--- src/rtl/pir_zone_alarm_if.sv ---
// Bus between the PIR sensor front-end and the zone alarm: sensor samples and controls in,
// LED / buzzer / 7-seg digits out, plus the FSM state for observation.
interface pir_zone_alarm_if #(
  parameter int NUM_ZONES = 3,
  parameter int SENSOR_W  = 7
);
  // No valid/ready handshake: every input is a level sampled on each rising clk edge, and
  // every output is a register that holds its value until the next edge.
  logic                          turn;
  logic                          stop_alarm;
  logic [NUM_ZONES*SENSOR_W-1:0] pir_sensor;
  logic [NUM_ZONES-1:0]          LED;
  logic                          buzzer;
  logic [NUM_ZONES*7-1:0]        display_data;
  logic [1:0]                    state_dbg;

  modport master (
    output turn, stop_alarm, pir_sensor,
    input  LED, buzzer, display_data, state_dbg
  );

  modport slave (
    input  turn, stop_alarm, pir_sensor,
    output LED, buzzer, display_data, state_dbg
  );
endinterface

--- src/rtl/pir_zone_alarm.sv ---
// N-zone PIR alarm: per-zone threshold and debounce, global arm/alarm/holdoff FSM,
// latched zone LEDs, and a saturating per-zone trip count shown on 7-segment digits.
module pir_zone_alarm #(
  parameter int NUM_ZONES = 3,
  parameter int SENSOR_W  = 7,
  parameter int THRESHOLD = 64,
  parameter int DEBOUNCE  = 4,
  parameter int BUZZ_DIV  = 2,
  parameter int HOLDOFF   = 8
) (
  input logic               clk,
  input logic               rst_n,
  pir_zone_alarm_if.slave   bus
);

  localparam int DW = $clog2(DEBOUNCE + 1);
  localparam int HW = (HOLDOFF > 1) ? $clog2(HOLDOFF) : 1;
  localparam int BW = (BUZZ_DIV > 1) ? $clog2(BUZZ_DIV) : 1;
  localparam logic [SENSOR_W-1:0] THR     = SENSOR_W'(THRESHOLD);
  localparam logic [DW-1:0]       DEB_MAX = DW'(DEBOUNCE);
  localparam logic [DW-1:0]       DEB_PRE = DW'(DEBOUNCE - 1);
  localparam logic [HW-1:0]       HO_LAST = HW'(HOLDOFF - 1);
  localparam logic [BW-1:0]       BZ_LAST = BW'(BUZZ_DIV - 1);

  typedef enum logic [1:0] {
    S_IDLE    = 2'd0,
    S_ARMED   = 2'd1,
    S_ALARM   = 2'd2,
    S_HOLDOFF = 2'd3
  } state_t;

  state_t                 state;
  logic [DW-1:0]          deb [NUM_ZONES];
  logic [3:0]             count [NUM_ZONES];
  logic [3:0]             count_nxt [NUM_ZONES];
  logic [HW-1:0]          hcnt;
  logic [BW-1:0]          bcnt;
  logic [NUM_ZONES-1:0]   led;
  logic                   buzzer;
  logic [NUM_ZONES*7-1:0] disp;
  logic [NUM_ZONES-1:0]   hit;
  logic [NUM_ZONES-1:0]   trip;
  logic                   counting;
  logic                   take;

  function automatic logic [6:0] seg7(input logic [3:0] d);
    logic [6:0] s;
    case (d)
      4'd0:    s = 7'h3F;
      4'd1:    s = 7'h06;
      4'd2:    s = 7'h5B;
      4'd3:    s = 7'h4F;
      4'd4:    s = 7'h66;
      4'd5:    s = 7'h6D;
      4'd6:    s = 7'h7D;
      4'd7:    s = 7'h07;
      4'd8:    s = 7'h7F;
      default: s = 7'h6F;
    endcase
    return s;
  endfunction

  // A trip is only accepted when turn is high and, in ALARM, stop_alarm is low.
  always_comb begin
    counting = (state == S_ARMED) || (state == S_ALARM);
    take     = bus.turn && ((state == S_ARMED) ||
                            ((state == S_ALARM) && !bus.stop_alarm));
    hit  = '0;
    trip = '0;
    for (int i = 0; i < NUM_ZONES; i++) begin
      count_nxt[i] = count[i];
      hit[i]  = bus.pir_sensor[i*SENSOR_W +: SENSOR_W] >= THR;
      trip[i] = counting && hit[i] && (deb[i] == DEB_PRE);
      if (take && trip[i] && (count[i] != 4'd9))
        count_nxt[i] = count[i] + 4'd1;
    end
  end

  always_ff @(posedge clk) begin
    if (!rst_n) begin
      state  <= S_IDLE;
      led    <= '0;
      buzzer <= 1'b0;
      hcnt   <= '0;
      bcnt   <= '0;
      for (int i = 0; i < NUM_ZONES; i++) begin
        deb[i]          <= '0;
        count[i]        <= 4'd0;
        disp[i*7 +: 7]  <= 7'h3F;
      end
    end else begin
      for (int i = 0; i < NUM_ZONES; i++) begin
        if (counting && hit[i])
          deb[i] <= (deb[i] == DEB_MAX) ? deb[i] : deb[i] + DW'(1);
        else
          deb[i] <= '0;
        count[i]       <= count_nxt[i];
        disp[i*7 +: 7] <= seg7(count_nxt[i]);
      end

      if (!bus.turn) begin
        state  <= S_IDLE;
        led    <= '0;
        buzzer <= 1'b0;
        hcnt   <= '0;
        bcnt   <= '0;
      end else begin
        case (state)
          S_IDLE: state <= S_ARMED;
          S_ARMED: begin
            if (|trip) begin
              state  <= S_ALARM;
              led    <= trip;
              buzzer <= 1'b1;
              bcnt   <= '0;
            end
          end
          S_ALARM: begin
            if (bus.stop_alarm) begin
              state  <= S_HOLDOFF;
              led    <= '0;
              buzzer <= 1'b0;
              hcnt   <= '0;
            end else begin
              led <= led | trip;
              // Square wave: hold each level for BUZZ_DIV cycles.
              if (bcnt == BZ_LAST) begin
                buzzer <= ~buzzer;
                bcnt   <= '0;
              end else begin
                bcnt <= bcnt + BW'(1);
              end
            end
          end
          S_HOLDOFF: begin
            if (hcnt == HO_LAST) begin
              state <= S_ARMED;
              hcnt  <= '0;
            end else begin
              hcnt <= hcnt + HW'(1);
            end
          end
          default: state <= S_IDLE;
        endcase
      end
    end
  end

  assign bus.LED          = led;
  assign bus.buzzer       = buzzer;
  assign bus.display_data = disp;
  assign bus.state_dbg    = state;

endmodule
--- src/flat_wrapper.sv ---
// flat-port wrapper written by rule: the top's interface ports become plain ports
module pir_zone_alarm_flat 
#(
  parameter int NUM_ZONES = 3,
  parameter int SENSOR_W  = 7,
  parameter int THRESHOLD = 64,
  parameter int DEBOUNCE  = 4,
  parameter int BUZZ_DIV  = 2,
  parameter int HOLDOFF   = 8
)
  (clk, rst_n, bus_turn, bus_stop_alarm, bus_pir_sensor, bus_LED, bus_buzzer, bus_display_data, bus_state_dbg);
  pir_zone_alarm_if #(.NUM_ZONES(NUM_ZONES), .SENSOR_W(SENSOR_W)) bus_i ();
  input logic clk;
  input logic rst_n;
  input wire logic [$bits(bus_i.turn)-1:0] bus_turn;
  input wire logic [$bits(bus_i.stop_alarm)-1:0] bus_stop_alarm;
  input wire logic [$bits(bus_i.pir_sensor)-1:0] bus_pir_sensor;
  output wire logic [$bits(bus_i.LED)-1:0] bus_LED;
  output wire logic [$bits(bus_i.buzzer)-1:0] bus_buzzer;
  output wire logic [$bits(bus_i.display_data)-1:0] bus_display_data;
  output wire logic [$bits(bus_i.state_dbg)-1:0] bus_state_dbg;
  assign bus_i.turn = bus_turn;
  assign bus_i.stop_alarm = bus_stop_alarm;
  assign bus_i.pir_sensor = bus_pir_sensor;
  assign bus_LED = bus_i.LED;
  assign bus_buzzer = bus_i.buzzer;
  assign bus_display_data = bus_i.display_data;
  assign bus_state_dbg = bus_i.state_dbg;
  pir_zone_alarm #(.NUM_ZONES(NUM_ZONES), .SENSOR_W(SENSOR_W), .THRESHOLD(THRESHOLD), .DEBOUNCE(DEBOUNCE), .BUZZ_DIV(BUZZ_DIV), .HOLDOFF(HOLDOFF)) u_core (.clk(clk), .rst_n(rst_n), .bus(bus_i));
endmodule
--- config.mk ---
export PLATFORM = sky130hd
export DESIGN_NAME = pir_zone_alarm_flat
export DESIGN_NICKNAME = d
export VERILOG_FILES = /design/src/rtl/pir_zone_alarm_if.sv /design/src/rtl/pir_zone_alarm.sv /design/src/flat_wrapper.sv
export SDC_FILE = /design/constraint.sdc
export NUM_CORES = 1
export LEC_CHECK = 0
export ABC_CLOCK_PERIOD_IN_PS = 2500
export CORE_MARGIN = 10
export CORE_UTILIZATION = 47
export DETAILED_ROUTE_END_ITERATION = 8
export GPL_TIMING_DRIVEN = 0
export MAX_ROUTING_LAYER = met4
export PLACE_DENSITY = 0.76
export SLEW_MARGIN = 25
export SYNTH_ARGS = -nofsm -noshare
export SYNTH_HDL_FRONTEND = slang
export SYNTH_SLANG_ARGS = --single-unit
--- constraint.sdc ---
create_clock -name clk -period 2.5 [get_ports clk]
set_clock_uncertainty 0.15 [all_clocks]
set_input_delay 0.375 -clock clk [delete_from_list [all_inputs] [get_ports clk]]
set_output_delay 0.375 -clock clk [all_outputs]
set_load 0.05 [all_outputs]
# ---- Yosys cells after proc, flatten, opt, wreduce, memory -nomap -nowiden
# Memory sizes are Yosys's and may differ from the RTL's. A register that Yosys moved wholly into a read port is not among the register bits.
# Cells that the tools add are included.
dict set report totals {
  register_bits 10
  mem_bits_rw 21
  mem_bits_ro 336
  out_inout_bits 27
  elab_cells 133
  mem_count 5
}
# name depth width read_ports rd_clocked_by_memory_dff write_ports line_no
set mem_list {}
lappend mem_list {{(no name shown)} 16 7 1 1 0 pir_zone_alarm.sv:48} ;# case (d)
lappend mem_list {{(no name shown)} 16 7 1 1 0 pir_zone_alarm.sv:48}
lappend mem_list {{(no name shown)} 16 7 1 1 0 pir_zone_alarm.sv:48}
lappend mem_list {u_core.count 3 4 3 0 3 pir_zone_alarm.sv:34} ;# logic [3:0] count [NUM_ZONES];
lappend mem_list {u_core.deb 3 3 3 0 3 pir_zone_alarm.sv:33} ;# logic [DW-1:0] deb [NUM_ZONES];
dict set report classes {
  n_addsub 8
  n_lt_le_gt_ge 3
  n_eq_ne 18
  mux 53
  bitwise 11
  n_reduce_logical 30
}
# op count
set ops {}
lappend ops {{2-to-1 mux 3 bit} 13}
lappend ops {{2-to-1 mux 1 bit} 26}
lappend ops {{2-to-1 mux 4 bit} 6}
lappend ops {{>= comparator 7 bit (second input constant)} 3}
lappend ops {{logical AND 1 bit} 14}
lappend ops {{adder 3 x 1 -> 3 bit (second input constant)} 4}
lappend ops {{adder 4 x 1 -> 4 bit (second input constant)} 3}
lappend ops {{== test 3 bit (second input constant)} 4}
lappend ops {{inequality test 4 bit (second input constant)} 3}
lappend ops {{case mux 3 bit (2 select lines)} 2}
lappend ops {{== test 3 x 2 -> 1 bit (second input constant)} 3}
lappend ops {{OR 1 bit} 9}
lappend ops {{AND reduction 3 bit} 3}
lappend ops {{case mux 2 bit (4 select lines)} 1}
lappend ops {{2-to-1 mux 2 bit} 3}
lappend ops {{inequality test 2 bit (second input constant)} 3}
lappend ops {{AND reduction 2 bit} 3}
lappend ops {{== test 2 bit (second input constant)} 2}
lappend ops {{zero test 1 bit} 4}
lappend ops {{case mux 1 bit (2 select lines)} 2}
lappend ops {{nonzero test 2 bit} 2}
lappend ops {{inequality test 3 x 2 -> 1 bit (second input constant)} 1}
lappend ops {{OR 3 bit} 1}
lappend ops {{OR reduction 3 bit} 1}
lappend ops {{6 further kinds} 7}

# ---- Depth between registers and ports, before layout
# Gate-level depths: netlist of run 1.
dict set report logic_depth {
  word_depth 8
  mapped_depth 12
  depth_no_buf 11
}

# ---- Worst setup path after synthesis of run 1
# OpenSTA, ideal clock, no wires.
dict set report synth_timing {
  kind {flip-flop to flip-flop}
  start {register u_core.state[0], in the netlist u_core.bus.state_dbg[0]}
  end {register u_core.disp[18], in the netlist u_core.bus.display_data[18]}
  t_arrival_ps 2811
  path_slack_ps -596
  stages_incl_launch_ff 13
  period_less_slack_ps 3096
  cell_sequence {dfxtp_1 -> inv_1 -> ha_1 -> buf_6 -> and3b_1 -> o2111ai_2 -> mux2i_1 -> inv_1 -> ha_1 -> a21oi_1 -> o21ai_0 -> a311oi_1 -> o21ai_0}
}
dict set report synth_via {
  elab_chain_cells 7
}
# element line_no
set synth_rtl {}
lappend synth_rtl {{from (decl)} pir_zone_alarm.sv:32} ;# state_t state;
lappend synth_rtl {{from (signal assigned)} pir_zone_alarm.sv:81} ;# state <= S_IDLE;
lappend synth_rtl {{from (signal assigned)} pir_zone_alarm.sv:102} ;# state <= S_IDLE;
lappend synth_rtl {{from (signal assigned)} pir_zone_alarm.sv:109} ;# S_IDLE: state <= S_ARMED;
lappend synth_rtl {{== test 2 bit or == test 2 x 1 -> 1 bit (tied branches)} {pir_zone_alarm.sv:65, pir_zone_alarm.sv:67, pir_zone_alarm.sv:66}}
lappend synth_rtl {{logical AND 1 bit or logical OR 1 bit (tied branches)} {pir_zone_alarm.sv:67, pir_zone_alarm.sv:65}}
lappend synth_rtl {{logical OR 1 bit or logical AND 1 bit (tied branches)} {pir_zone_alarm.sv:66, pir_zone_alarm.sv:73}}
lappend synth_rtl {{logical AND 1 bit (on tied branches)} {pir_zone_alarm.sv:66, pir_zone_alarm.sv:73}}
lappend synth_rtl {{logical AND 1 bit * (2 in series)} pir_zone_alarm.sv:74} ;# if (take && trip[i] && (count[i] != 4'd9))
lappend synth_rtl {{2-to-1 mux 4 bit *} pir_zone_alarm.sv:74}
lappend synth_rtl {{to (decl)} pir_zone_alarm.sv:40} ;# logic [NUM_ZONES*7-1:0] disp;
# Every way passes the cells marked *; elsewhere a longest branch is shown, timed or not.
# A chain may end at the register's enable or synchronous reset.

# ---- Worst setup path after layout of run 1
# Same ends and word-level chain as after synthesis.

==> results of run 1 <==
## sequential cells by signal, summed over array words and instances (netlist names)
signal	cells
u_core.hcnt	3
u_core.count	12
u_core.bcnt	1
u_core.bus.buzzer	1
u_core.bus.LED	3
u_core.bus.display_data	21
u_core.deb	9
u_core.bus.state_dbg	2
## worst max-delay path: stages (launching register included)
cell	delay, ps
sky130_fd_sc_hd__dfxtp_4	360
sky130_fd_sc_hd__inv_4	40
sky130_fd_sc_hd__ha_4	210
sky130_fd_sc_hd__buf_6	110
sky130_fd_sc_hd__and3b_2	280
sky130_fd_sc_hd__o2111ai_4	190
sky130_fd_sc_hd__mux2i_4	240
sky130_fd_sc_hd__inv_2	90
sky130_fd_sc_hd__ha_4	170
sky130_fd_sc_hd__a21oi_2	90
sky130_fd_sc_hd__o21ai_1	70
sky130_fd_sc_hd__a311oi_1	250
sky130_fd_sc_hd__o21ai_1	100
## per-layer routing
| layer | vias up | GRT usage (%) |
|---|---|---|
| met1 | 1203 | 14.07 |
| met3 | 10 | 2.342 |
| met5 | - | - |
| li1 | 1194 | - |
| met2 | 50 | 23.57 |
| met4 | 0 | 5.186 |
## cells in the mapped netlist (5+ instances only)
| master | n | share of area [%] |
|---|---|---|
| sky130_fd_sc_hd__nand3b_1 | 7 | 1.9 |
| sky130_fd_sc_hd__or3_1 | 5 | 1.1 |
| sky130_fd_sc_hd__and2_1 | 5 | 1.1 |
| sky130_fd_sc_hd__o21ai_0 | 17 | 3.1 |
| sky130_fd_sc_hd__ha_1 | 35 | 16 |
| sky130_fd_sc_hd__nand2_1 | 11 | 1.5 |
| sky130_fd_sc_hd__dfxtp_1 | 46 | 33 |
| sky130_fd_sc_hd__edfxtp_1 | 6 | 6.5 |
| sky130_fd_sc_hd__inv_1 | 31 | 4.2 |
| sky130_fd_sc_hd__nand4_1 | 5 | 1.1 |
| sky130_fd_sc_hd__nand3_1 | 9 | 1.6 |
| sky130_fd_sc_hd__a21oi_1 | 15 | 2.7 |
| sky130_fd_sc_hd__nor2_1 | 27 | 3.6 |
| sky130_fd_sc_hd__a32oi_1 | 5 | 1.6 |
| sky130_fd_sc_hd__and3_1 | 7 | 1.6 |
## repair_timing
item | in CTS | in global routing
endpoints found under the setup margin | 21 | 20
pin swaps | 7 | 17
gates resized for setup | 21 | 40
buffers inserted | 16 | 16
## cell families after synthesis
group,after synthesis,synth area share [%]
AND/OR/NAND/NOR,91,17.61
AO/OA/AOI/OAI,72,18.69
flip-flops,52,39.64
buffers and inverters,39,5.675
adder cells (fa/ha/maj),35,15.77
XOR/XNOR,6,1.892
multiplexers,2,0.7207
## cell type report
type,instances,area (sq um)
fillers,424,1794
multi-input cells,206,1763
flip-flops and latches,52,1110
repair buffers,65,593.1
inverters,31,118.9
well taps,72,90.09
clock buffers,5,68.82
plain buffers,7,56.30
clock inverters,3,13.76
## how the worst max path moves through the flow
stage / slack [ps] / startpoint / end / depth (start not counted)
2_1_floorplan: -100 / u_core.bus.state_dbg[0] / u_core.bus.display_data[18] / 12
3_3_place_gp: -670 / bus_stop_alarm / u_core.bus.display_data[18] / 10
3_5_place_dp: -680 / bus_stop_alarm / u_core.bus.display_data[18] / 10
4_1_cts: -30 / u_core.deb[2][0] / u_core.bus.display_data[18] / 11
5_1_grt: -100 / u_core.bus.state_dbg[0] / u_core.bus.display_data[18] / 12
6_report: 1 / u_core.bus.state_dbg[0] / u_core.bus.display_data[18] / 12
## power breakdown
| group | total, mW | internal (mW) | switching, mW |
|---|---|---|---|
| clock | 0.459 | 0.191 | 0.268 |
| combinational | 0.120 | 0.0495 | 0.0703 |
| sequential | 0.850 | 0.846 | 0.00444 |
==> results by stage, run 1 <==
Status:
- The flow ran to the end, and the final reports show no timing, DRC or antenna violations.

Clock tree:
- Counting every sink on the clock net gives 52.
- The master cell of the clock root buffer is sky130_fd_sc_hd__clkbuf_8.
- The number of buffers on the longest clock path is 2.
- The CTS buffer count is 5.
- The clock reaches the later pin of the worst-skew pair after 300 ps.
- The H-tree depth is 2.
- The clock slew at the register clock pins of the worst setup and hold paths is 90 ps.
- TritonCTS built the clock tree.
- For this design, the CTS-stage hold fixing added 0 buffers.

Synthesis:
- For this run, the number of Yosys warnings is 0.
- The net count after synthesis is 357.
- The sequential fraction of the synthesis area is 39.64%.
- The synthesized design contains 52 register bits.
- In the synthesized netlist the dominant register cell turns out to be sky130_fd_sc_hd__dfxtp_1.
- After technology mapping, the gate count stands at 297.
- The post-synthesis average cell area is 9.352 sq um.
- After synthesis the cells add up to 2778 sq um.
- Yosys mapped a number of flops with a built-in enable equal to 6.
- Yosys mapped the design onto 52 distinct sky130hd cell types.
- After synthesis, the share of flip-flops with an asynchronous set or reset is 0%.

Routing:
- The highest metal layer with signal wires is met4.
- For this block, the initial DRC count from the detailed router was 145.
- The vias after detailed routing is 2457.
- Dividing the detail-routed wire length by the instance count gives 15.35 um.
- After detailed routing, the number of remaining DRC violations is 0.
- The number of iterations in the first detailed-routing pass is 4.
- The via density per instance is 5.571.
- In the final routing, the length of wire on met1 measures 2.737 mm.
- The total detailed-routing wirelength is 6.771 mm.
- The wire length on met2 is 3.654 mm.
- Summed over all nets, wire length on met3 after detailed routing comes to 257 um.
- The post-route antenna net violation count is 0.

Floorplan:
- The total core area is 5608 sq um.
- The number of top-level design ports is 52.
- The die span in y is 96.88 um.
- The area of the die is 9385 sq um.
- The number of core rows is 27.
- The initial core utilization is 49.53%.
- The width of the die is 96.88 um.

Setup path:
- At the worst endpoint, the required time is 2530 ps.
- The worst reg2reg path depth is 12.
- The launch instance of the worst register-to-register path is u_core.bus.state_dbg[0].
- The worst setup path is captured at a flop.
- Of all nets on the critical path, the largest fanout is 4.
- The critical path in this run is classified as reg2reg.
- The end of the worst register-to-register path is u_core.bus.display_data[18].
- The worst setup path is launched from a flop.
- The reg2reg setup slack is 1 ps.
- The arrival time at the worst endpoint is 2530 ps.

Timing:
- The number of hold violations in the final report is 0.
- The highest attainable clock frequency is 400.2 MHz.
- Setup total negative slack on the finished layout was measured at 0 ps.
- The transition time at the pin with the least slew margin is 653.0 ps.
- On the final layout, the worst hold slack is 346.9 ps.
- The number of slew-limit violations in the final report is 0.
- Setup repair after global routing could not meet its margin everywhere.
- The setup slack of the critical path after layout is 1.191 ps.
- The worst pin sits at a relative slew slack of 56.01%.
- The ratio of final minimum period to clock period is 99.95%.
- The smallest clock period supported by the final layout is computed as 2499 ps.
- Setup violations remaining at the end of the flow were counted as 0.

Place:
- The post-placement setup slack is -677.8 ps.
- Once placement finished, the instance area stood at 3237 sq um.
- The wire-length estimate of the detail-placed layout is 4.447 mm.
- The number of buffers inserted by port buffering is 33.
- Routability-driven placement finished with a final weighted congestion of 0.8458.
- The placed instance count is 402.

Layout:
- The layout-stage area growth over the synthesis result is 37.30%.
- After the last flow step, the layout net total stands at 428.
- The non-filler instance count after layout is 441.
- For this run, the share of the core covered by cells in the final layout is 68.01%.
- The final non-filler cell area is 3814 sq um.
- The most common cell after layout, fill and taps aside is sky130_fd_sc_hd__dfxtp_1.
- Leaving out fill and tap cells, the most frequent cells in the layout are sky130_fd_sc_hd__dfxtp_1 (43), sky130_fd_sc_hd__clkdlybuf4s50_1 (32), sky130_fd_sc_hd__inv_1 (29).
- The share of layout cells above drive strength 1 is 24.66%.
- The number of inserted diodes is 0.

Power:
- The power density of the placed cells is 374.7 nW/um^2.
- The maximum VDD drop is 0.0002447 V.
- The overall power consumption is 1.429 mW.
- Summed over all cells, the static leakage comes to 1.512 nW.

Run:
- The count of max-cap constraint violations is 0.

Worst hold path:
- Counting instances, the worst hold path has a depth of 2.
- The endpoint of the worst hold path is u_core.bus.state_dbg[0].
- The kind of path behind the tightest hold check is reg2reg.
- The critical hold path startpoint is u_core.bus.state_dbg[0].

GRT:
- The total routing resource utilization after global routing is 13.20%.
- The via count of the first global-routing pass was 2343.
- The initial antenna violation count is 0.
- Entering global routing, the biggest net connects 16 pins.
- The final global-route overflow total is 0.
- The first global-routing pass estimated 10.47 mm of wire.
Power figures use the tool's default switching activity.
==> inputs of run 2 (changes only) <==
- CORE_UTILIZATION: 47 -> 25
- PLACE_DENSITY: 0.76 -> unset
==> run 2 against run 1 <==
Effect of this change:
- the flow now finishes with violations (setup timing)
- highest routed layer unchanged
- routed wire length increased by 5.0%
- sequential share of layout area decreased by 1.8 points
- largest cell class unchanged
- critical path type unchanged
- design area increased by 6.5%
- power increased by 3.5%
- die area increased by 68%
- sequential cell count unchanged
- combinational power about the same
- sequential power about the same
==> results by stage, run 2 (synthesis results as in run 1) <==
Routing:
- The remaining routing DRC violations is 0.
- The count of nets left with antenna violations once routing finished came out at 0.
- The via density per instance is 4.713.
- The total detailed-routing wirelength is 7.111 mm.
- In the final routed layout, each cell accounts on average for 13.86 um.
- The number of DRC violations after detailed-routing iteration 0 is 92.
- Across all layers, the routed design uses 2418 vias.
- For this run, the detailed router's first-pass iteration total came to 4.

Timing:
- The ratio of final minimum period to clock period is 101.5%.
- The number of hold violations in the final report is 0.
- Setup slack on the critical path of the routed design comes to -37.56 ps.
- The highest attainable clock frequency is 394.1 MHz.
- The post-layout minimum cycle time is 2538 ps.
- Setup repair after global routing could not meet its margin everywhere.
- The number of slew-limit violations in the final report is 0.
- The transition time at the pin with the least slew margin is 659.2 ps.
- Setup violations remaining at the end of the flow were counted as 3.
- The worst max-slew margin expressed relative to the limit is 55.76%.

Layout:
- The share of layout cells above drive strength 1 is 28.95%.
- The net count of the finished layout is 432.
- The number of inserted diodes is 0.
- The area growth from synthesis to layout is 46.26%.
- The number of fill cells is 1068.
- The number of flip-flops under the largest register name is 21.
- The non-filler instance count after layout is 513.
- Leaving out fill and tap cells, the most frequent cell in the layout is sky130_fd_sc_hd__dfxtp_1.
- The top cell types in the final layout, fill and taps aside, are sky130_fd_sc_hd__dfxtp_1 (44), sky130_fd_sc_hd__clkdlybuf4s50_1 (32), sky130_fd_sc_hd__buf_4 (28).

Setup path:
- The critical path is of the reg2reg type.
- The worst register-to-register path begins at u_core.bus.state_dbg[0].
- The arrival time at the worst endpoint is 2560 ps.
- The required arrival time at the worst endpoint is 2530 ps.
- The worst-path cell with the longest stage delay is sky130_fd_sc_hd__dfxtp_4.
- Setup slack on the worst reg-to-reg path comes out at -40 ps.
- The largest single stage delay on the critical path is 390 ps.
- In this run the critical register-to-register path is captured at u_core.bus.display_data[18].
- The nature of the critical path endpoint is a flop.
- The highest fanout seen on the critical path is 6.
- The launching element type of the critical path is a flop.
- The critical path goes through inv_4 > ha_4 > buf_6 > and3b_2 > o2111ai_4 > mux2i_4 > inv_2 > ha_4 > a21oi_2 > o21ai_1 > a311oi_2 > o21ai_1.
- The worst reg2reg path depth is 12.

Worst hold path:
- The kind of path behind the tightest hold check is reg2reg.
- For hold timing, the worst endpoint is u_core.deb[2][1].
- The worst hold path passes through 2 cells.
- The critical hold path startpoint is u_core.deb[2][2].

Run:
- The tool flagged a number of max-cap violations equal to 0.

Clock tree:
- Buffers inserted to repair hold after CTS numbered 0.
- Counting every sink on the clock net gives 52.
- After clock tree synthesis, the clock-pin slew on the worst setup and hold paths is 100 ps.
- The master cell of the clock root buffer is sky130_fd_sc_hd__clkbuf_8.
- The number of buffers on the longest clock path is 2.
- The latest clock arrival within the worst-skew pair is 320 ps.
- The CTS buffer count is 5.
- The clock tree synthesis step divided the H-tree into 2 levels.
- The clock tree from TritonCTS is built.

GRT:
- The via count of the first global-routing pass is 2361.
- The first global-routing pass estimated 11.34 mm of wire.
- The final global-route overflow total is 0.
- In the global route stage, overall resource usage came out at 8.691%.
- The initial antenna violation count is 0.
- The maximum number of pins on one net before global-route repair is 16.

Power:
- In this run the static leakage power is 1.562 nW.
- Power spread over the standard cell area amounts to 364.0 nW/um^2.
- The maximum VDD drop is 0.0001659 V.

Place:
- The weighted congestion reported at the end of routability-driven placement is 0.8050.
- The total half-perimeter wirelength after legalization and detailed placement is 4.725 mm.
- Including well taps, the total number of placed cells is 470.
- During placement, the flow inserted port buffers numbering 33.
- The post-placement setup slack is -812.1 ps.

Floorplan:
- The width of the die is 125.4 um.
- The total core area is 10840 sq um.
- The number of top-level design ports is 52.
- The die is 125.4 um tall.
- The area of the die is 15730 sq um.
- The initial utilization of the core area, before any placement, comes to 25.62%.
- The floorplan has 38 rows.

Status:
- The flow ran to the end, but the final reports show violations.
- The final reports fail on setup timing.
## run 2: how the worst max path moves through the flow
stage,endpoint,cells after the start,slack (ps),from
2_1_floorplan,u_core.bus.display_data[18],12,-100,u_core.bus.state_dbg[0]
3_3_place_gp,u_core.bus.display_data[18],10,-770,bus_stop_alarm
3_5_place_dp,u_core.bus.display_data[18],10,-810,bus_stop_alarm
4_1_cts,u_core.bus.display_data[18],12,-40,u_core.bus.state_dbg[0]
5_1_grt,u_core.bus.display_data[11],10,-130,u_core.bus.state_dbg[0]
6_report,u_core.bus.display_data[18],12,-40,u_core.bus.state_dbg[0]
## run 2: area by class of cell
type	instances	area, sq um	area share, %
multi-input cells	206	1857	45.70
flip-flops and latches	52	1109	27.29
repair buffers	71	673.1	16.57
well taps	140	175.2	4.312
inverters	31	118.9	2.926
clock buffers	6	82.58	2.033
plain buffers	5	37.54	0.9239
clock inverters	2	10.01	0.2464
## run 2: repair_timing
action,in CTS,in global routing
setup endpoints to repair,23,24
pin swaps,6,19
setup buffers,17,21
gates resized for setup,28,56
## run 2: metrics by stage
stage          hold slack [ps]  utilization [%]  TNS [ps]  instance area (sq um)  power, mW
2_1_floorplan            306.7                -    -103.5                   2816     0.9370
3_3_place_gp             324.1            30.64     -8433                   3322     0.9731
3_5_place_dp             342.5            30.64     -9107                   3322     0.9758
4_1_cts                  355.6            34.00    -74.95                   3686      1.491
5_1_grt                  378.0            37.48     -1138                   4063      1.539
6_report                 351.9            37.48    -70.30                   4063      1.479
## run 2: critical path, delay by kind of cell, from the launching register on
family	cells	cell delay [ps]
AO/OA/AOI/OAI	5	650
adder cells (fa/ha/maj)	2	430
flip-flops	1	390
multiplexers	1	310
AND/OR/NAND/NOR	1	240
buffers and inverters	3	220
## run 2: layer usage
| layer | routed length [um] | global-route usage [%] |
|---|---|---|
| met5 | 0 | - |
| met4 | 123 | 3.252 |
| met3 | 132 | 1.394 |
| met2 | 3777 | 15.40 |
| met1 | 3077 | 9.567 |
## run 2: power by group
part	leakage [nW]	total [mW]	switching, mW	internal, mW
clock network	0.0510	0.508	0.287	0.222
registers	0.447	0.851	0.00559	0.846
logic	1.06	0.119	0.0693	0.0500
